File: config.mk
export PLATFORM = sky130hd
export DESIGN_NAME = mem_copy_engine_flat
export DESIGN_NICKNAME = d
export VERILOG_FILES = /design/src/rtl/mem_copy_engine_if.sv /design/src/rtl/mem_copy_engine.sv /design/src/flat_wrapper.sv
export SDC_FILE = /design/constraint.sdc
export NUM_CORES = 1
export LEC_CHECK = 0
export CORE_UTILIZATION = 51
export CTS_CLUSTER_DIAMETER = 120
export CTS_CLUSTER_SIZE = 8
export DETAILED_ROUTE_END_ITERATION = 12
export PLACE_DENSITY_LB_ADDON = 0.15
export SETUP_SLACK_MARGIN = 0.2
export SLEW_MARGIN = 10
export SYNTH_ARGS = -nofsm -noshare
export SYNTH_HDL_FRONTEND = slang
export SYNTH_SLANG_ARGS = --single-unit
File: constraint.sdc
create_clock -name clk -period 3 [get_ports clk]
set_input_delay 0.6 -clock clk [delete_from_list [all_inputs] [get_ports clk]]
set_output_delay 0.6 -clock clk [all_outputs]
set_load 0.03 [all_outputs]
File: src/rtl/mem_copy_engine_if.sv
`default_nettype none
// ============================================================================
// Module      : mem_copy_engine_if
// Description : Single-port data memory bus between the copy engine and memory.
// Revision    : 1.0 - initial release
// ============================================================================
interface mem_copy_engine_if;
    logic [31:0] mem_addr;
    logic [31:0] mem_data_in;
    logic [31:0] mem_data_out;
    logic        mem_enable;
    logic        mem_wr;
    logic        mem_createdump;

    modport master (
        output mem_addr,
        output mem_data_in,
        output mem_enable,
        output mem_wr,
        output mem_createdump,
        input  mem_data_out
    );

    modport slave (
        input  mem_addr,
        input  mem_data_in,
        input  mem_enable,
        input  mem_wr,
        input  mem_createdump,
        output mem_data_out
    );
endinterface
`default_nettype wire

File: src/rtl/mem_copy_engine.sv
`default_nettype none
// ============================================================================
// Module      : mem_copy_engine
// Description : Word-by-word memory block copier (one read + one write per word).
// Revision    : 1.0 - initial release
// ============================================================================
module mem_copy_engine #(
    parameter int unsigned ADDR_STEP    = 4,
    parameter int          LEN_W        = 16,
    parameter bit          DUMP_ON_DONE = 1'b0
) (
    input  wire logic             clk,
    input  wire logic             rst,
    input  wire logic             start,
    input  wire logic             abort,
    input  wire logic [31:0]      src_addr,
    input  wire logic [31:0]      dst_addr,
    input  wire logic [LEN_W-1:0] len,
    output logic                  busy,
    output logic                  done,
    output logic                  aborted,
    output logic [LEN_W-1:0]      words_copied,
    mem_copy_engine_if.master     mem
);

    localparam logic [31:0]      c_step = 32'(ADDR_STEP);
    localparam logic [LEN_W-1:0] c_one  = LEN_W'(1);
    localparam logic             c_dump = DUMP_ON_DONE;

    typedef enum logic [2:0] {
        S_IDLE  = 3'd0,
        S_READ  = 3'd1,
        S_WRITE = 3'd2,
        S_DONE  = 3'd3,
        S_ABORT = 3'd4
    } state_t;

    state_t           r_state;
    logic [31:0]      r_src_ptr;
    logic [31:0]      r_dst_ptr;
    logic [LEN_W-1:0] r_remaining;
    logic [LEN_W-1:0] r_words_copied;
    logic [31:0]      r_mem_addr;
    logic [31:0]      r_mem_data_in;
    logic             r_mem_enable;
    logic             r_mem_wr;
    logic             r_mem_createdump;
    logic             r_busy;
    logic             r_done;
    logic             r_aborted;

    logic [31:0]      w_src_next;
    logic [31:0]      w_dst_next;

    assign w_src_next = r_src_ptr + c_step;
    assign w_dst_next = r_dst_ptr + c_step;

    // Every output is registered: each transition loads the values the next state drives.
    always_ff @(posedge clk) begin
        if (rst) begin
            r_state          <= S_IDLE;
            r_src_ptr        <= '0;
            r_dst_ptr        <= '0;
            r_remaining      <= '0;
            r_words_copied   <= '0;
            r_mem_addr       <= '0;
            r_mem_data_in    <= '0;
            r_mem_enable     <= 1'b0;
            r_mem_wr         <= 1'b0;
            r_mem_createdump <= 1'b0;
            r_busy           <= 1'b0;
            r_done           <= 1'b0;
            r_aborted        <= 1'b0;
        end else begin
            r_done           <= 1'b0;
            r_aborted        <= 1'b0;
            r_mem_createdump <= 1'b0;
            case (r_state)
                S_IDLE: begin
                    if (start) begin
                        r_src_ptr      <= src_addr;
                        r_dst_ptr      <= dst_addr;
                        r_remaining    <= len;
                        r_words_copied <= '0;
                        r_busy         <= 1'b1;
                        if (len == '0) begin
                            r_state          <= S_DONE;
                            r_done           <= 1'b1;
                            r_mem_createdump <= c_dump;
                        end else begin
                            r_state      <= S_READ;
                            r_mem_addr   <= src_addr;
                            r_mem_enable <= 1'b1;
                            r_mem_wr     <= 1'b0;
                        end
                    end
                end
                S_READ: begin
                    if (abort) begin
                        // Word just read is dropped; nothing reaches the destination.
                        r_state      <= S_ABORT;
                        r_aborted    <= 1'b1;
                        r_mem_enable <= 1'b0;
                        r_mem_addr   <= '0;
                    end else begin
                        r_state       <= S_WRITE;
                        r_mem_addr    <= r_dst_ptr;
                        r_mem_data_in <= mem.mem_data_out;
                        r_mem_wr      <= 1'b1;
                    end
                end
                S_WRITE: begin
                    r_src_ptr      <= w_src_next;
                    r_dst_ptr      <= w_dst_next;
                    r_remaining    <= r_remaining - c_one;
                    r_words_copied <= r_words_copied + c_one;
                    r_mem_data_in  <= '0;
                    r_mem_wr       <= 1'b0;
                    if (abort) begin
                        r_state      <= S_ABORT;
                        r_aborted    <= 1'b1;
                        r_mem_enable <= 1'b0;
                        r_mem_addr   <= '0;
                    end else if (r_remaining == c_one) begin
                        r_state          <= S_DONE;
                        r_done           <= 1'b1;
                        r_mem_createdump <= c_dump;
                        r_mem_enable     <= 1'b0;
                        r_mem_addr       <= '0;
                    end else begin
                        r_state    <= S_READ;
                        r_mem_addr <= w_src_next;
                    end
                end
                S_DONE, S_ABORT: begin
                    r_state <= S_IDLE;
                    r_busy  <= 1'b0;
                end
                default: begin
                    r_state      <= S_IDLE;
                    r_busy       <= 1'b0;
                    r_mem_enable <= 1'b0;
                    r_mem_wr     <= 1'b0;
                    r_mem_addr   <= '0;
                end
            endcase
        end
    end

    assign mem.mem_addr       = r_mem_addr;
    assign mem.mem_data_in    = r_mem_data_in;
    assign mem.mem_enable     = r_mem_enable;
    assign mem.mem_wr         = r_mem_wr;
    assign mem.mem_createdump = r_mem_createdump;
    assign busy               = r_busy;
    assign done               = r_done;
    assign aborted            = r_aborted;
    assign words_copied       = r_words_copied;

endmodule
`default_nettype wire
File: src/flat_wrapper.sv
// flat-port wrapper written by rule: the top's interface ports become plain ports
module mem_copy_engine_flat 
#(
    parameter int unsigned ADDR_STEP    = 4,
    parameter int          LEN_W        = 16,
    parameter bit          DUMP_ON_DONE = 1'b0
)
  (clk, rst, start, abort, src_addr, dst_addr, len, busy, done, aborted, words_copied, mem_mem_addr, mem_mem_data_in, mem_mem_enable, mem_mem_wr, mem_mem_createdump, mem_mem_data_out);
  mem_copy_engine_if mem_i ();
  input  wire logic clk;
  input  wire logic rst;
  input  wire logic start;
  input  wire logic abort;
  input  wire logic [31:0] src_addr;
  input  wire logic [31:0] dst_addr;
  input  wire logic [LEN_W-1:0] len;
  output logic busy;
  output logic done;
  output logic aborted;
  output logic [LEN_W-1:0] words_copied;
  output wire logic [$bits(mem_i.mem_addr)-1:0] mem_mem_addr;
  output wire logic [$bits(mem_i.mem_data_in)-1:0] mem_mem_data_in;
  output wire logic [$bits(mem_i.mem_enable)-1:0] mem_mem_enable;
  output wire logic [$bits(mem_i.mem_wr)-1:0] mem_mem_wr;
  output wire logic [$bits(mem_i.mem_createdump)-1:0] mem_mem_createdump;
  input wire logic [$bits(mem_i.mem_data_out)-1:0] mem_mem_data_out;
  assign mem_mem_addr = mem_i.mem_addr;
  assign mem_mem_data_in = mem_i.mem_data_in;
  assign mem_mem_enable = mem_i.mem_enable;
  assign mem_mem_wr = mem_i.mem_wr;
  assign mem_mem_createdump = mem_i.mem_createdump;
  assign mem_i.mem_data_out = mem_mem_data_out;
  mem_copy_engine #(.ADDR_STEP(ADDR_STEP), .LEN_W(LEN_W), .DUMP_ON_DONE(DUMP_ON_DONE)) u_core (.clk(clk), .rst(rst), .start(start), .abort(abort), .src_addr(src_addr), .dst_addr(dst_addr), .len(len), .busy(busy), .done(done), .aborted(aborted), .words_copied(words_copied), .mem(mem_i));
endmodule
==> results.md <==
* Crit path DAT at 2920 ps
* Commonest non-fill, non-tap cell in the layout: clkdlybuf4s50_1
* RePlAce Congestion at 0.876
* Peak supply drop at 0.430 mV
* Critical path class: input port to flop
* CORE AREA at 16700 sq um
* FF+latch count, synth at 168
* Drt drc at 0
* Seq/Total Area, Yosys at 38.3%
* Yosys warns at 0
* Max-Slew Margin vs Limit at 25.2%
* RSZ-0062 raised after global routing: false
* Syn Inst Count at 1100
* Clock Skew at 8.96 ps
* FP Rows at 47
* Netlist cell types at 79
* Pre-antenna DRT Iters at 8
* Post-DP Area at 11100 sq um
* Die Y at 133 um
* Fin crit period at 2570 ps
* Antenna cells at 0
* HPWL Detailed at 19500 um
* Drt wl/cell at 18.5 um
* Post-DRT Antenna Nets at 0
* Place WS at 30.6 ps
* I/O Pins at 202
* Total Neg Setup Slack at 0 ps
* Grt total ovfl at 0
* Initial antenna violation count at 0
* Via count at 9503
* Layout cells sized above 1 at 9.10%
* Async set or reset register ratio after synthesis at 0%
* DIE WIDTH at 133 um
* Placed cells at 1477
* PostCTS Resize Cnt at 0
* Port Buf Inserts at 200
* Hold_sp: u_core.mem.mem_addr[11]
* Data required, critical path at 3350 ps
* Max frequency at 390 MHz
* Final hold violations at 0
* First-pass GRT wire length at 44800 um
* Worst-case clock buffer depth at 2
* CTS clk-pin slew, worst paths at 60 ps
* Worst Setup End Kind: flop
* Commonest non-fill, non-tap cells in the layout: clkdlybuf4s50_1, dfxtp_1, nand2_1
* Fin cells at 1506
* PnR Total Power at 5.66 mW
* Main synth FF type: dfxtp_1
* Post-synth EDFFs at 0
* Post-Syn Nets at 1221
* Setup ws final at 433 ps
* Initial core utilization at 52.6%
* Worst skew pair latency at 430 ps
* Iteration-0 DRC Markers at 1152
* CP Launch Type: input port
* Leakage at 4.00 nW
* CTS buffer count at 17
* Finished Cell Area at 11600 sq um
* CTS sink cnt at 168
* CTS hold repair buffers at 0
* Max H-tree Level at 4
* Setup crit start: len[5]
* Die ar. at 17800 sq um
* Vias in the first global route at 8940
* Hold Path Class: flop to flop
* Area Overhead vs Synth at 32.4%
* Worst slew pin tran at 1120 ps
* Root buffer cell: clkbuf_16
* Pin count of the biggest net entering global routing at 86
* Via density at 6.31
* Maxcap violations at 0
* P per Cell Area at 486 nW/um^2
* CTS tree: yes
* Final Cycle Share at 85.6%
* Cell Area, Synth at 8790 sq um
* Total wire length at 27800 um
* Global Route Usage Sum at 31.4%
* Setup Buffers After CTS at 0
* Max Slew Vio Count at 0
* Nets@finish at 1397
* Reg2reg start: u_core.r_src_ptr[8]
* Outcome: finished, final reports clean
* Filler cell count at 1423
* Final setup viols at 0
* Largest fanout on the critical path at 6
* Average size of a mapped cell at 7.99 sq um
==> registers in the layout (all words and copies together), names as in the netlist, 3 cells and up <==
name                    flops
u_core.words_copied        16
u_core.mem.mem_data_in     32
u_core.r_dst_ptr           32
u_core.r_state              3
u_core.r_remaining         16
u_core.mem.mem_addr        32
u_core.r_src_ptr           32
==> logic make-up (layout without fill, tap and decap cells) <==
family,Yosys count,in the layout,share of synthesized area [%]
AND/OR/NAND/NOR,424,424,25.1
AO/OA/AOI/OAI,366,366,27.5
flip-flops,168,168,38.3
buffers and inverters,103,289,4.94
XOR/XNOR,24,24,2.39
multiplexers,9,9,1.11
adder cells (fa/ha/maj),5,5,0.712
other,1,1,0.0427
==> area by class of cell <==
| type | count | area [sq um] | area share, % |
|---|---|---|---|
| repair buffers | 243 | 2350 | 20.2 |
| inverters | 17 | 63.8 | 0.548 |
| clock inverters | 7 | 72.6 | 0.624 |
| well taps | 220 | 275 | 2.37 |
| clock buffers | 22 | 474 | 4.07 |
| flip-flops and latches | 168 | 3360 | 28.9 |
| multi-input cells | 829 | 5040 | 43.3 |
==> cell usage after synthesis (all sizes together) (14+ instances only) <==
cell    number  area [sq um]
dfxtp      168          3360
a22oi       52           390
a211oi      16           120
nor4        37           259
o22ai       18           113
inv         17          63.8
nand4       24           156
nor2        79           302
clkbuf      64           254
a22o        18           158
and3        23           149
nand3       30           150
o21ai       76           380
a222oi      14           140
nand2      124           473
buf         22           116
nor3        33           165
a21oi       94           474
a31oi       14          87.6
==> per-stage QoR <==
step / utilization (%) / hold slack, ps
6_report: 69.7 / 451
5_1_grt: 69.7 / 460
4_1_cts: 69.7 / 438
3_5_place_dp: 66.4 / 441
3_3_place_gp: 66.4 / 438
2_1_floorplan: - / 432
==> worst max-delay path, stage by stage <==
cell,delay [ps]
clkdlybuf4s50_1,430
nor4_1,590
nand4_1,430
a31oi_1,450
buf_4,220
nand2_1,60
a21oi_1,140
==> final timing paths <==
check        slack [ps]  depth (start not counted)                       to
min reg2reg         450                          2  u_core.mem.mem_addr[11]
max                 430                          7   u_core.mem.mem_addr[3]
max reg2reg         510                          5  u_core.mem.mem_addr[25]
min                 450                          2  u_core.mem.mem_addr[11]
==> per-layer routing <==
metal  share of wire [%]  vias up  GRT usage, %
met5                   0        -             0
met4                 3.2        0          13.4
met3                 8.1       59          6.77
met2                  48      450          51.9
met1                  41     4482          39.5
li1                    -     4512             -
==> where the power goes <==
part           total [mW]  switching (mW)  internal (mW)
Combinational        1.06           0.571          0.490
Clock                2.09           0.896           1.19
Sequential           2.51           0.146           2.36
Total                5.66            1.61           4.05
Note: power is estimated with default switching activity, not from simulation.
==> RTL change: new RTL, config.mk and constraints unchanged <==
Reset style: asynchronous (`rst`), changed in one clocked block.
--- a/src/rtl/mem_copy_engine.sv
+++ b/src/rtl/mem_copy_engine.sv
@@ -56,7 +56,7 @@
     assign w_dst_next = r_dst_ptr + c_step;
 
     // Every output is registered: each transition loads the values the next state drives.
-    always_ff @(posedge clk) begin
+    always_ff @(posedge clk or posedge rst) begin
         if (rst) begin
             r_state          <= S_IDLE;
             r_src_ptr        <= '0;
Behaviour: differs if rst is asserted again (counterexample within 4 cycles, from zero or initial values and one cycle with rst high); with rst held inactive, the same outputs for 4 cycles.
==> RTL change against the original RTL <==
  * Via count fell by 12%
  * Worst setup slack worse by 0.061 ns
  * Hold slack improved by 0.034 ns
  * Final area up 0.46%
  * Largest cell class is now flip-flops and latches
  * Highest routed layer is now met5
  * Maximum frequency shrank 2.3%
  * Clock skew is 0.0015 ns lower
  * Core utilization up 0.82 points
  * Synthesized area down 1.6%
  * Wire length fell by 5.9%
  * First-iteration DRC count decreased by 30%
  * Sequential cell count unchanged
Power is not compared: it rests on default switching activity, and its combinational part moved more than twofold at a synthesized area within 25%.
==> RTL change: results (changes against the original RTL) <==
{| class="wikitable"
! Metric !! Value
|-
| Global-route wire length before repair || 42,380 µm (was 44,820 µm)
|-
| Final Skew || 0.007471 ns (was 0.008965 ns)
|-
| GRT Total Usage || 0.3097 (was 0.3141)
|-
| Initial antenna violation count || 2 (was 0)
|-
| H-tree depth || 4 (unchanged)
|-
| Cell area after placement || 10,990 µm² (was 11,090 µm²)
|-
| Stage delay of the slowest cell on the critical path || 0.81 ns (was 0.59 ns)
|-
| Result of the run || completed (unchanged)
|-
| Worst endpoint data arrival time || 2.90 ns (was 2.92 ns)
|-
| Netlist cell types || 57 (was 79)
|-
| Synthesized instance count || 907 (was 1,100)
|-
| Final Routed Wirelength || 26,220 µm (was 27,850 µm)
|-
| Cell types with the highest counts after synthesis || 168 x sky130_fd_sc_hd__dfrtp_1, 128 x sky130_fd_sc_hd__nand2_1, 58 x sky130_fd_sc_hd__o21ai_0 (was 168 x sky130_fd_sc_hd__dfxtp_1, 123 x sky130_fd_sc_hd__nand2_1, 93 x sky130_fd_sc_hd__a21oi_1)
|-
| Worst Max-Slew Pin Slew || 0.9409 ns (was 1.121 ns)
|-
| WL met2 || 12,410 µm (was 13,260 µm)
|-
| Cell type group with the largest total delay on the critical path || compound AO/OA/AOI/OAI gates (was simple AND/OR/NAND/NOR gates)
|-
| Synthesized Nets || 1,028 (was 1,221)
|-
| Average wire length per cell after detail routing || 19.83 µm (was 18.49 µm)
|-
| FFs w/ async S/R, synth || 1.000 (was 0)
|-
| Wire length on met3 || 2349 µm (was 2254 µm)
|-
| Vias in the first global route || 8,012 (was 8,940)
|-
| Largest net degree at the start of global routing || 75 (was 86)
|-
| Worst-case setup slack after placement || 0.3745 ns (was 0.03060 ns)
|-
| Placed cell count || 1,289 (was 1,477)
|-
| Highest fanout seen on the critical path || 15 (was 6)
|-
| Biggest area contributors in the synthesized netlist || sky130_fd_sc_hd__dfrtp_1 49%, sky130_fd_sc_hd__nand2_1 5.6%, sky130_fd_sc_hd__a22o_1 4.4%, sky130_fd_sc_hd__o21ai_0 3.4%, sky130_fd_sc_hd__a22oi_1 2.8% (was sky130_fd_sc_hd__dfxtp_1 38%, sky130_fd_sc_hd__a21oi_1 5.3%, sky130_fd_sc_hd__nand2_1 5.3%, sky130_fd_sc_hd__a22oi_1 4.4%, sky130_fd_sc_hd__o21ai_0 4.0%)
|-
| Standard cell with the maximum stage delay on the critical path || sky130_fd_sc_hd__o21ai_2 (was sky130_fd_sc_hd__nor4_1)
|-
| Post-layout net count || 1,209 (was 1,397)
|-
| Max layer used || met5 (was met4)
|-
| Detailed-route vias per instance || 6.321 (was 6.310)
|-
| Synth Flop Type || sky130_fd_sc_hd__dfrtp_1 (was sky130_fd_sc_hd__dfxtp_1)
|-
| Initial drt markers || 811 (was 1,152)
|-
| Dpl hpwl || 17,740 µm (was 19,470 µm)
|-
| Final core utilization || 0.7051 (was 0.6969)
|-
| Placer's final routability congestion estimate || 0.8670 (was 0.8756)
|-
| Share of post-route cells with drive strength above 1 || 0.07266 (was 0.09098)
|-
| Proportion of synthesized chip area in sequential cells || 0.4860 (was 0.3826)
|}
==> RTL change: changes by cell type after synthesis, moves of 16 or more <==
cell | unedited run | this run
sky130_fd_sc_hd__nand3_1 | 30 | 46
sky130_fd_sc_hd__o221ai_1 | 1 | 23
sky130_fd_sc_hd__a22o_1 | 18 | 43
sky130_fd_sc_hd__nor4_1 | 34 | 15
sky130_fd_sc_hd__o211ai_1 | 8 | 29
sky130_fd_sc_hd__dfrtp_1 | 0 | 168
sky130_fd_sc_hd__nor2_1 | 77 | 30
sky130_fd_sc_hd__a22oi_1 | 52 | 32
sky130_fd_sc_hd__dfxtp_1 | 168 | 0
sky130_fd_sc_hd__a21oi_1 | 93 | 21
sky130_fd_sc_hd__o22ai_1 | 18 | 2
==> RTL change: path summary, 6_finish.rpt <==
path / from / endpoint / slack [ns]
setup / recovery: u_core.r_remaining[3] / u_core.mem.mem_addr[29] / 0.37
hold / removal: u_core.r_dst_ptr[1] / u_core.r_dst_ptr[1] / 0.49
setup reg to reg: u_core.r_remaining[3] / u_core.mem.mem_addr[29] / 0.37
hold reg to reg: u_core.r_dst_ptr[1] / u_core.r_dst_ptr[1] / 0.49
max in group asynchronous: rst / u_core.words_copied[3] / 1.71
min in group asynchronous: rst / u_core.r_src_ptr[12] / 0.60
==> RTL change: final cells by class <==
| type | count | area share |
|---|---|---|
| sequential | 168 | 0.3595 |
| timing repair buffer | 229 | 0.1973 |
| multi-input combinational | 650 | 0.3524 |
| tap | 220 | 0.02354 |
| inverter | 22 | 0.007384 |
| clock buffer | 22 | 0.04141 |
| clock inverter | 10 | 0.01819 |
| antenna | 1 | 0.0002140 |
==> RTL change: kinds of logic (layout without fill, tap and decap cells) <==
logic type	after synthesis	after routing	synth area share
AOI/OAI and AO/OA	284	284	0.2424
xor gates and xnor gates	27	27	0.02734
adders and majority gates	5	5	0.007233
buffers and inverters	89	283	0.04079
DFF	168	168	0.4860
muxes	3	3	0.003616
other	1	2	0.0004335
and+or+nand+nor	330	330	0.1921
==> RTL change: where the power goes <==
| group | switching (W) | leakage [nW] | total, W | internal (W) |
|---|---|---|---|---|
| registers | 0.00103 | 2.12 | 0.00422 | 0.00319 |
| logic | 0.00279 | 2.22 | 0.00493 | 0.00213 |
| clock network | 0.000927 | 0.333 | 0.00258 | 0.00166 |
==> RTL change: worst min-delay path, delay by kind of cell (launching register included) <==
kind / cells / cell delay, ns
flip-flops: 1 / 0.35
AND/OR/NAND/NOR: 2 / 0.10
==> RTL change: metal layers <==
layer  up-vias  GRT usage
met2       438     0.4932
li1       3832          -
met1      4036     0.4113
met4         2     0.1264
met5         -          0
met3        49    0.06844
